===== src/rtl/rf_wb_pkg.sv =====
// Shared constants and types for the register-file write-back arbiter.
package rf_wb_pkg;

  localparam int unsigned REG_ADDR_W = 5;
  localparam int unsigned NUM_REGS   = 32;
  localparam int unsigned MAX_REQ    = 4;

  typedef logic [$clog2(MAX_REQ)-1:0] req_idx_t;
  typedef logic [REG_ADDR_W-1:0]      reg_addr_t;

endpackage


===== src/rtl/rr_arbiter.sv =====
// Round-robin grant: the first asserted request at or after the pointer wins.
module rr_arbiter
  import rf_wb_pkg::*;
#(
  parameter int unsigned NUM_REQ = 3
) (
  input  logic [NUM_REQ-1:0] i_req,
  input  req_idx_t           i_ptr,
  output logic [NUM_REQ-1:0] o_gnt
);

  logic        w_found;
  int unsigned w_idx;

  always_comb begin
    o_gnt   = '0;
    w_found = 1'b0;
    w_idx   = 0;
    for (int unsigned i = 0; i < NUM_REQ; i++) begin
      w_idx = (32'(i_ptr) + i) % NUM_REQ;
      if (!w_found && i_req[w_idx]) begin
        o_gnt[w_idx] = 1'b1;
        w_found      = 1'b1;
      end
    end
  end

endmodule


===== src/rtl/rf_wb_arbiter.sv =====
// Register-file write-back arbiter with busy scoreboard and hazard queries.
// Define RF_WB_BYPASS_EN to add write-port forwarding outputs.
module rf_wb_arbiter
  import rf_wb_pkg::*;
#(
  parameter int unsigned NUM_REQ = 3,
  parameter int unsigned DATA_W  = 32
) (
  input  logic                                 clk,
  input  logic                                 rst,
  input  logic [NUM_REQ-1:0]                   req_valid,
  input  logic [NUM_REQ-1:0][REG_ADDR_W-1:0]   req_addr,
  input  logic [NUM_REQ-1:0][DATA_W-1:0]       req_data,
  output logic [NUM_REQ-1:0]                   req_ready,
  input  logic                                 rsv_valid,
  input  logic [REG_ADDR_W-1:0]                rsv_addr,
  input  logic                                 flush,
  output logic                                 rf_wr,
  output logic [REG_ADDR_W-1:0]                rf_a3,
  output logic [DATA_W-1:0]                    rf_wd,
  input  logic [REG_ADDR_W-1:0]                q_a1,
  input  logic [REG_ADDR_W-1:0]                q_a2,
  output logic                                 q_busy1,
  output logic                                 q_busy2,
`ifdef RF_WB_BYPASS_EN
  output logic                                 byp_hit1,
  output logic                                 byp_hit2,
  output logic [DATA_W-1:0]                    byp_data1,
  output logic [DATA_W-1:0]                    byp_data2,
`endif
  output logic                                 rsv_err
);

  logic [NUM_REQ-1:0]  w_req;
  logic [NUM_REQ-1:0]  w_gnt;
  logic                w_gnt_any;
  req_idx_t            w_idx;
  reg_addr_t           w_addr;
  logic [DATA_W-1:0]   w_data;
  logic [NUM_REGS-1:0] w_set;
  logic [NUM_REGS-1:0] w_clr;
  logic                w_err;

  req_idx_t            r_ptr;
  logic                r_wr;
  reg_addr_t           r_a3;
  logic [DATA_W-1:0]   r_wd;
  logic [NUM_REGS-1:0] r_busy;
  logic                r_err;

  // Nothing is granted during reset or flush.
  assign w_req = (rst || flush) ? '0 : req_valid;

  rr_arbiter #(
    .NUM_REQ (NUM_REQ)
  ) u_rr (
    .i_req (w_req),
    .i_ptr (r_ptr),
    .o_gnt (w_gnt)
  );

  assign req_ready = w_gnt;
  assign w_gnt_any = |w_gnt;

  always_comb begin
    w_idx  = '0;
    w_addr = '0;
    w_data = '0;
    for (int unsigned i = 0; i < NUM_REQ; i++) begin
      if (w_gnt[i]) begin
        w_idx  = req_idx_t'(i);
        w_addr = req_addr[i];
        w_data = req_data[i];
      end
    end
  end

  always_comb begin
    w_set = '0;
    w_clr = '0;
    if (rsv_valid && rsv_addr != '0) w_set[rsv_addr] = 1'b1;
    if (w_gnt_any) w_clr[w_addr] = 1'b1;
    w_err = rsv_valid && !flush && (rsv_addr != '0) && r_busy[rsv_addr] && !w_clr[rsv_addr];
  end

  always_ff @(posedge clk) begin
    if (rst) begin
      r_ptr  <= '0;
      r_wr   <= 1'b0;
      r_a3   <= '0;
      r_wd   <= '0;
      r_busy <= '0;
      r_err  <= 1'b0;
    end else begin
      r_wr <= w_gnt_any && (w_addr != '0);
      if (w_gnt_any) begin
        r_a3  <= w_addr;
        r_wd  <= w_data;
        r_ptr <= (w_idx == req_idx_t'(NUM_REQ - 1)) ? '0 : w_idx + req_idx_t'(1);
      end
      // Set after clear so a same-cycle reservation wins.
      if (flush) r_busy <= '0;
      else       r_busy <= (r_busy & ~w_clr) | w_set;
      if (w_err) r_err <= 1'b1;
    end
  end

  assign rf_wr   = r_wr;
  assign rf_a3   = r_a3;
  assign rf_wd   = r_wd;
  assign rsv_err = r_err;
  assign q_busy1 = (q_a1 != '0) && r_busy[q_a1];
  assign q_busy2 = (q_a2 != '0) && r_busy[q_a2];

`ifdef RF_WB_BYPASS_EN
  assign byp_hit1  = r_wr && (r_a3 == q_a1);
  assign byp_hit2  = r_wr && (r_a3 == q_a2);
  assign byp_data1 = r_wd;
  assign byp_data2 = r_wd;
`endif

endmodule

===== config.mk =====
export PLATFORM = sky130hd
export DESIGN_NAME = rf_wb_arbiter
export DESIGN_NICKNAME = d
export VERILOG_FILES = /design/src/rtl/rf_wb_pkg.sv /design/src/rtl/rr_arbiter.sv /design/src/rtl/rf_wb_arbiter.sv
export SDC_FILE = /design/constraint.sdc
export NUM_CORES = 1
export LEC_CHECK = 0
export BUFFER_PORTS_ARGS = -buffer_cell sky130_fd_sc_hd__buf_4
export CORE_MARGIN = 4
export CORE_UTILIZATION = 50
export CTS_BUF_LIST = sky130_fd_sc_hd__clkbuf_8
export DETAILED_ROUTE_END_ITERATION = 10
export PLACE_DENSITY = 0.81
export SYNTH_ARGS = -nofsm -noshare
export SYNTH_HDL_FRONTEND = slang
export SYNTH_SLANG_ARGS = --single-unit

===== constraint.sdc =====
create_clock -name clk -period 4.3 [get_ports clk]
set_input_delay 0.86 -clock clk [delete_from_list [all_inputs] [get_ports clk]]
set_output_delay 0.86 -clock clk [all_outputs]
set_load 0.01 [all_outputs]

# After elaboration in Yosys (flattened, before gate mapping)
# Cells that the tools add are included.
[totals] register_bits=73 output_inout_bits=44 word_cells=97
[classes] add_sub_neg=3 div=3 order_cmp=12 n_eq_ne=1 n_mux=41 bitwise_logic=5 reduce_logical=26
[op_table] operator="two-way mux 32 bit" n=5
[op_table] operator="greater-or-equal comparator 32 x 1 -> 1 bit (second input constant)" n=3
[op_table] operator="less-than comparator 32 x 3 -> 1 bit (second input constant)" n=3
[op_table] operator="modulo 32 x 2 -> 32 bit (second input constant)" n=2
[op_table] operator="AND 32 bit" n=1
[op_table] operator="modulo 2 x 2 -> 32 bit (second input constant)" n=1
[op_table] operator="inverter 32 bit" n=1
[op_table] operator="OR 32 bit" n=1
[op_table] operator="less-than comparator 5 x 6 -> 1 bit (second input constant)" n=4
[op_table] operator="binary-select mux 1 bit (select 5 bit)" n=4
[op_table] operator="nonzero test 5 bit" n=4
[op_table] operator="logical AND 1 bit" n=15
[op_table] operator="two-way mux 1 bit" n=15
[op_table] operator="two-way mux 5 bit" n=3
[op_table] operator="two-way mux 3 bit" n=4
[op_table] operator="demux 1 bit (select 5 bit)" n=2
[op_table] operator="greater-or-equal comparator 5 x 1 -> 1 bit (second input constant)" n=2
[op_table] operator="binary-select mux 1 bit (select 2 bit)" n=3
[op_table] operator="demux 1 bit (select 2 bit)" n=3
[op_table] operator="OR 3 bit" n=2
[op_table] operator="logical NOT 1 bit" n=4
[op_table] operator="two-way mux 2 bit" n=2
[op_table] operator="adder 2 x 1 -> 3 bit (second input constant)" n=1
[op_table] operator="adder 2 x 2 -> 3 bit (second input constant)" n=1
[op_table] operator="5 further kinds" n=5

# Depth between registers and ports, before layout
[depth] ltp_word=23 ltp_mapped=13 depth_no_buf=11

# Cells and area by module
# From an unflattened synthesis, not the netlist that was laid out.
[hier_totals] cells_unflattened=592 hier_area_um2=4574.4
[modules_own_cells] module="rf_wb_arbiter" instances=1 cells_per_inst=557 area_per_inst_um2=4309.1 seq_area_each_um2=1461.4
[modules_own_cells] module="rr_arbiter" instances=1 cells_per_inst=35 area_per_inst_um2=265.3 seq_area_each_um2=0.0

# Least setup slack after synthesis
# No wires, ideal clock.
[synth_path] kind="input -> output" from="in rst" to="out req_ready[2]" arrival_ns=2.686 setup_slack_ns=0.754 stages=9 n_path_buf=4 cell_sequence="buf_4 -> or2_1 -> buf_2 -> a21o_1 -> nor2_2 -> mux2i_2 -> inv_2 -> buf_4 -> clkbuf_1"
[synth_via] elab_chain_cells=11 elab_cells_between_ends=19 cone_classes="12 x mux; 2 x bitwise; 5 x reduce/logical"
[synth_lines] element="start: declaration" line_no="rf_wb_arbiter.sv:10" source="input logic rst,"
[synth_lines] element="logical OR 1 bit (*)" line_no="rf_wb_arbiter.sv:52" source="assign w_req = (rst || flush) ? '0 : req_valid;"
[synth_lines] element="two-way mux 3 bit (*)" line_no="rf_wb_arbiter.sv:52"
[synth_lines] element="binary-select mux 1 bit (select 2 bit)" line_no="rr_arbiter.sv:21" source="if (!w_found && i_req[w_idx]) begin"
[synth_lines] element="two-way mux 1 bit (not written as such)" line_no="rr_arbiter.sv:21"
[synth_lines] element="two-way mux 1 bit" line_no="rr_arbiter.sv:21"
[synth_lines] element="logical NOT 1 bit" line_no="rr_arbiter.sv:21"
[synth_lines] element="logical AND 1 bit" line_no="rr_arbiter.sv:21"
[synth_lines] element="two-way mux 1 bit" line_no="rr_arbiter.sv:21"
[synth_lines] element="logical NOT 1 bit" line_no="rr_arbiter.sv:21"
[synth_lines] element="logical AND 1 bit" line_no="rr_arbiter.sv:21"
[synth_lines] element="two-way mux 3 bit (*)" line_no="rr_arbiter.sv:21"
[synth_lines] element="end: declaration" line_no="rf_wb_arbiter.sv:14" source="output logic [NUM_REQ-1:0] req_ready,"
# Every way passes the cells marked *; elsewhere a longest branch is shown, timed or not. The select of a mux whose other input is x is not followed.

# Final worst setup path
# Ends and elaborated chain as after synthesis.

==> flow_summary.html <==
<table>
<tr><th>Metric</th><th>Value</th></tr>
<tr><th colspan="2">STA</th></tr>
<tr><td>Slew headroom</td><td>0.303</td></tr>
<tr><td>Share of the clock period used by the worst path</td><td>0.845</td></tr>
<tr><td>Post-route worst hold slack</td><td>458 ps</td></tr>
<tr><td>Worst Skew</td><td>9.58 ps</td></tr>
<tr><td>Timing-limited maximum frequency</td><td>275 MHz</td></tr>
<tr><td>Final count of pins violating max slew</td><td>0</td></tr>
<tr><td>Final Critical Period</td><td>3630 ps</td></tr>
<tr><td>Final TNS setup</td><td>0 ps</td></tr>
<tr><td>Total count of hold-check failures in the final report</td><td>0</td></tr>
<tr><td>Setup Viol. Count Final</td><td>0</td></tr>
<tr><td>Final WS setup</td><td>669 ps</td></tr>
<tr><td>Setup repair after global routing missed its margin</td><td>false</td></tr>
<tr><td>Transition time at the pin with the least slew margin</td><td>1040 ps</td></tr>
<tr><th colspan="2">Synthesis</th></tr>
<tr><td>Synth Area in Simple Gates</td><td>0.247</td></tr>
<tr><td>Number of instances in the synthesized netlist</td><td>598</td></tr>
<tr><td>Avg Synthesized Cell Area</td><td>7.90 µm²</td></tr>
<tr><td>Netlist area before placement</td><td>4720 µm²</td></tr>
<tr><td>Combinational family with the most area after synthesis</td><td>simple AND/OR/NAND/NOR gates</td></tr>
<tr><td>Nets in the synthesized netlist</td><td>735</td></tr>
<tr><td>Post-synthesis compound-gate area fraction</td><td>0.236</td></tr>
<tr><td>Flop and latch count out of synthesis</td><td>73</td></tr>
<tr><td>Sequential area share after synthesis</td><td>0.309</td></tr>
<tr><td>Number of distinct library cell variants in the gate-level netlist after synthesis</td><td>54</td></tr>
<tr><td>Xor and xnor area share after synthesis</td><td>0</td></tr>
<tr><td>Synth async-reset ratio</td><td>0</td></tr>
<tr><td>Adder-cell area share of the yosys netlist</td><td>0.0106</td></tr>
<tr><td>Number of synthesis warnings</td><td>0</td></tr>
<tr><td>EDFF count, synth</td><td>0</td></tr>
<tr><td>Ys flop type</td><td>sky130_fd_sc_hd__dfxtp_1</td></tr>
<tr><td>Multiplexer share of the synthesized area</td><td>0.147</td></tr>
<tr><th colspan="2">Critical path</th></tr>
<tr><td>Max Fanout on Critical Path</td><td>44</td></tr>
<tr><td>Data required, critical path</td><td>3440 ps</td></tr>
<tr><td>Reg-to-Reg Start</td><td>r_ptr[0]</td></tr>
<tr><td>Critical Path Sink Type</td><td>output port</td></tr>
<tr><td>Launching element type of the critical path</td><td>input port</td></tr>
<tr><td>WS Path Type</td><td>in -&gt; out</td></tr>
<tr><td>Critical path arrival</td><td>2770 ps</td></tr>
<tr><td>Launching element of the worst setup path</td><td>rst</td></tr>
<tr><th colspan="2">Floorplanning</th></tr>
<tr><td>Placeable core area</td><td>9200 µm²</td></tr>
<tr><td>Vertical die dimension</td><td>105 µm</td></tr>
<tr><td># IOs</td><td>177</td></tr>
<tr><td>Site Rows</td><td>35</td></tr>
<tr><td>Initial standard-cell utilization of the core</td><td>0.513</td></tr>
<tr><td>Horizontal die dimension</td><td>105 µm</td></tr>
<tr><td>Die ar.</td><td>11,100 µm²</td></tr>
<tr><th colspan="2">CTS</th></tr>
<tr><td>Number of buffers inserted during clock tree synthesis</td><td>9</td></tr>
<tr><td>Post-cts resize count</td><td>0</td></tr>
<tr><td>Number of buffers between clock root and the deepest sink</td><td>2</td></tr>
<tr><td>Hold-fix buffers at CTS</td><td>0</td></tr>
<tr><td>Clock root buffer master</td><td>sky130_fd_sc_hd__clkbuf_8</td></tr>
<tr><td>TritonCTS clock tree</td><td>built</td></tr>
<tr><td>Clk sink count</td><td>73</td></tr>
<tr><td>Deepest level of the CTS H-tree</td><td>3</td></tr>
<tr><td>Post-CTS Setup Repair Bufs</td><td>0</td></tr>
<tr><td>Clk pin slew, worst setup/hold paths</td><td>80 ps</td></tr>
<tr><td>Clock network latency to the later pin of the worst-skew pair</td><td>350 ps</td></tr>
<tr><th colspan="2">Detailed routing</th></tr>
<tr><td>DRC marker count from the first detailed-route iteration</td><td>507</td></tr>
<tr><td>Wirelength, routed</td><td>16.8 mm</td></tr>
<tr><td>Final routed DRC violation total</td><td>0</td></tr>
<tr><td>Routed WL per cell</td><td>19.4 µm</td></tr>
<tr><td>Count of vias placed by the detailed router</td><td>5,454</td></tr>
<tr><td>Per-cell via count in the routed design</td><td>6.30</td></tr>
<tr><td>Number of optimization iterations in the first detailed-route pass</td><td>7</td></tr>
<tr><td>Remaining antenna violation count after routing</td><td>0</td></tr>
<tr><th colspan="2">Place</th></tr>
<tr><td>Final estimated routing congestion in global placement</td><td>0.935</td></tr>
<tr><td>Worst slack after detailed placement</td><td>574 ps</td></tr>
<tr><td>Count of input and output buffers</td><td>176</td></tr>
<tr><td>Detailed placement HPWL</td><td>12.8 mm</td></tr>
<tr><th colspan="2">Global route</th></tr>
<tr><td>GRT Resource Usage Total</td><td>0.301</td></tr>
<tr><td>Maximum number of pins on one net before global-route repair</td><td>46</td></tr>
<tr><td>Global routing usage on met3</td><td>0.0957</td></tr>
<tr><td>Vias in the first global route</td><td>5,282</td></tr>
<tr><td>Initial antenna violation count</td><td>0</td></tr>
<tr><td>Wire length of the first global-routing pass</td><td>26.8 mm</td></tr>
<tr><td>Met2 usage in global routing</td><td>0.490</td></tr>
<tr><td>GRT Max-Usage Layer</td><td>met2</td></tr>
<tr><td>Global-route congestion overflow total</td><td>0</td></tr>
<tr><td>Met1 routing resource usage after global routing</td><td>0.374</td></tr>
<tr><th colspan="2">Finish</th></tr>
<tr><td>Count of nets after finishing</td><td>887</td></tr>
<tr><td>Syn-to-layout area delta</td><td>33.5%</td></tr>
<tr><td>Antenna diodes</td><td>0</td></tr>
<tr><td>Layout cell share with drive strength beyond 1</td><td>0.342</td></tr>
<tr><td>End-of-flow core utilization</td><td>0.685</td></tr>
<tr><th colspan="2">Power</th></tr>
<tr><td>Leakage power figure</td><td>0.00253 µW</td></tr>
<tr><td>Worst vdd ir</td><td>0.152 mV</td></tr>
<tr><td>Power density over cell area</td><td>316 nW/µm²</td></tr>
<tr><th colspan="2">Run</th></tr>
<tr><td>Maxcap violations</td><td>0</td></tr>
<tr><th colspan="2">Run status</th></tr>
<tr><td>Run status</td><td>completed</td></tr>
<tr><th colspan="2">Min path</th></tr>
<tr><td>Hold Path Origin</td><td>r_busy[0]</td></tr>
<tr><td>Path class of the lowest-slack min-delay path</td><td>reg -&gt; reg</td></tr>
</table>
[cell families (layout without fill, tap and decap cells)]
| group | after synthesis | count (layout) |
|---|---|---|
| simple gates | 255 | 255 |
| compound gates | 172 | 172 |
| flops | 73 | 73 |
| buf+inv | 59 | 216 |
| mux | 35 | 35 |
| fa+ha+maj | 4 | 4 |
[sequential cells by signal, summed over array words and instances (netlist names)]
signal and count:
r_busy 32, rf_wd 32, rf_a3 5, r_ptr 2, rf_wr 1, rsv_err 1
[per-stage QoR]
step                      cell area (µm²)  power [µW]  instances
after floorplan                      4720        1120        598
after global placement               6090        1390        850
after detailed placement             6090        1400        850
after CTS                            6300        1990        866
after global routing                 6300        2080        866
final                                6300        1990        866
[synthesized netlist by cell type (4+ instances only)]
library cell / n / area (µm²)
sky130_fd_sc_hd__nor2b_1: 4 / 25.0
sky130_fd_sc_hd__ha_1: 4 / 50.1
sky130_fd_sc_hd__nand2_1: 51 / 191
sky130_fd_sc_hd__a31oi_1: 6 / 37.5
sky130_fd_sc_hd__clkbuf_1: 37 / 139
sky130_fd_sc_hd__nor3_2: 6 / 60.1
sky130_fd_sc_hd__nand3_1: 7 / 35.0
sky130_fd_sc_hd__a311oi_1: 26 / 228
sky130_fd_sc_hd__nor3_1: 34 / 170
sky130_fd_sc_hd__inv_1: 12 / 45.0
sky130_fd_sc_hd__a21oi_1: 72 / 360
sky130_fd_sc_hd__o22ai_1: 35 / 219
sky130_fd_sc_hd__nand2b_1: 6 / 37.5
sky130_fd_sc_hd__mux2_2: 4 / 45.0
sky130_fd_sc_hd__o21ai_0: 8 / 40.0
sky130_fd_sc_hd__a221oi_1: 4 / 35.0
sky130_fd_sc_hd__nor3_4: 4 / 65.1
sky130_fd_sc_hd__dfxtp_1: 73 / 1460
sky130_fd_sc_hd__mux4_2: 26 / 586
sky130_fd_sc_hd__nor2_1: 129 / 484
[final timing paths]
path,endpoint,slack [ps],cells after the start
max,req_ready[2],670,7
min reg2reg,r_busy[0],460,2
min,r_busy[0],460,2
max reg2reg,r_busy[23],950,11
[cells in the final DEF (no fill, tap or decap), types with 4 or more instances in the layout]
master / Yosys / layout
sky130_fd_sc_hd__inv_1: 12 / 12
sky130_fd_sc_hd__a221oi_1: 4 / 4
sky130_fd_sc_hd__nand2b_1: 6 / 6
sky130_fd_sc_hd__o21ai_0: 8 / 8
sky130_fd_sc_hd__nor3_1: 34 / 34
sky130_fd_sc_hd__dfxtp_1: 73 / 73
sky130_fd_sc_hd__mux2_2: 4 / 4
sky130_fd_sc_hd__o22ai_1: 35 / 35
sky130_fd_sc_hd__a21oi_1: 72 / 72
sky130_fd_sc_hd__nand3_1: 7 / 7
sky130_fd_sc_hd__nor3_4: 4 / 4
sky130_fd_sc_hd__nor2_1: 129 / 129
sky130_fd_sc_hd__a311oi_1: 26 / 26
sky130_fd_sc_hd__ha_1: 4 / 4
sky130_fd_sc_hd__nand2_1: 51 / 51
sky130_fd_sc_hd__buf_4: 3 / 187
sky130_fd_sc_hd__a31oi_1: 6 / 6
sky130_fd_sc_hd__clkbuf_8: 0 / 9
sky130_fd_sc_hd__nor3_2: 6 / 6
sky130_fd_sc_hd__nor2b_1: 4 / 4
sky130_fd_sc_hd__mux4_2: 26 / 26
[power breakdown]
part           switching, µW  leakage, µW  total [µW]  internal, µW
logic                    335      0.00183         625           291
clock network            267     0.000106         594           326
registers               38.1     0.000596         774           736
total                    640      0.00253        1990          1350
[worst max-delay path: stages]
cell	delay, ps
sky130_fd_sc_hd__buf_4	250
sky130_fd_sc_hd__or2_1	320
sky130_fd_sc_hd__o32a_1	380
sky130_fd_sc_hd__o22ai_1	280
sky130_fd_sc_hd__mux2i_4	110
sky130_fd_sc_hd__inv_2	350
sky130_fd_sc_hd__buf_4	210
[layout make-up]
| type | instances | area (µm²) |
|---|---|---|
| multi-input cells | 466 | 3030 |
| flip-flops and latches | 73 | 1460 |
| inverters | 13 | 48.8 |
| clock inverters | 7 | 93.8 |
| fillers | 768 | 2890 |
| clock buffers | 9 | 124 |
| repair buffers | 187 | 1400 |
| well taps | 111 | 139 |
[layer usage]
layer	routed length [µm]	up-vias
met5	0	-
met4	514	0
met3	1960	49
met2	7980	356
met1	6390	2546
li1	-	2503
Power figures use the tool's default switching activity.
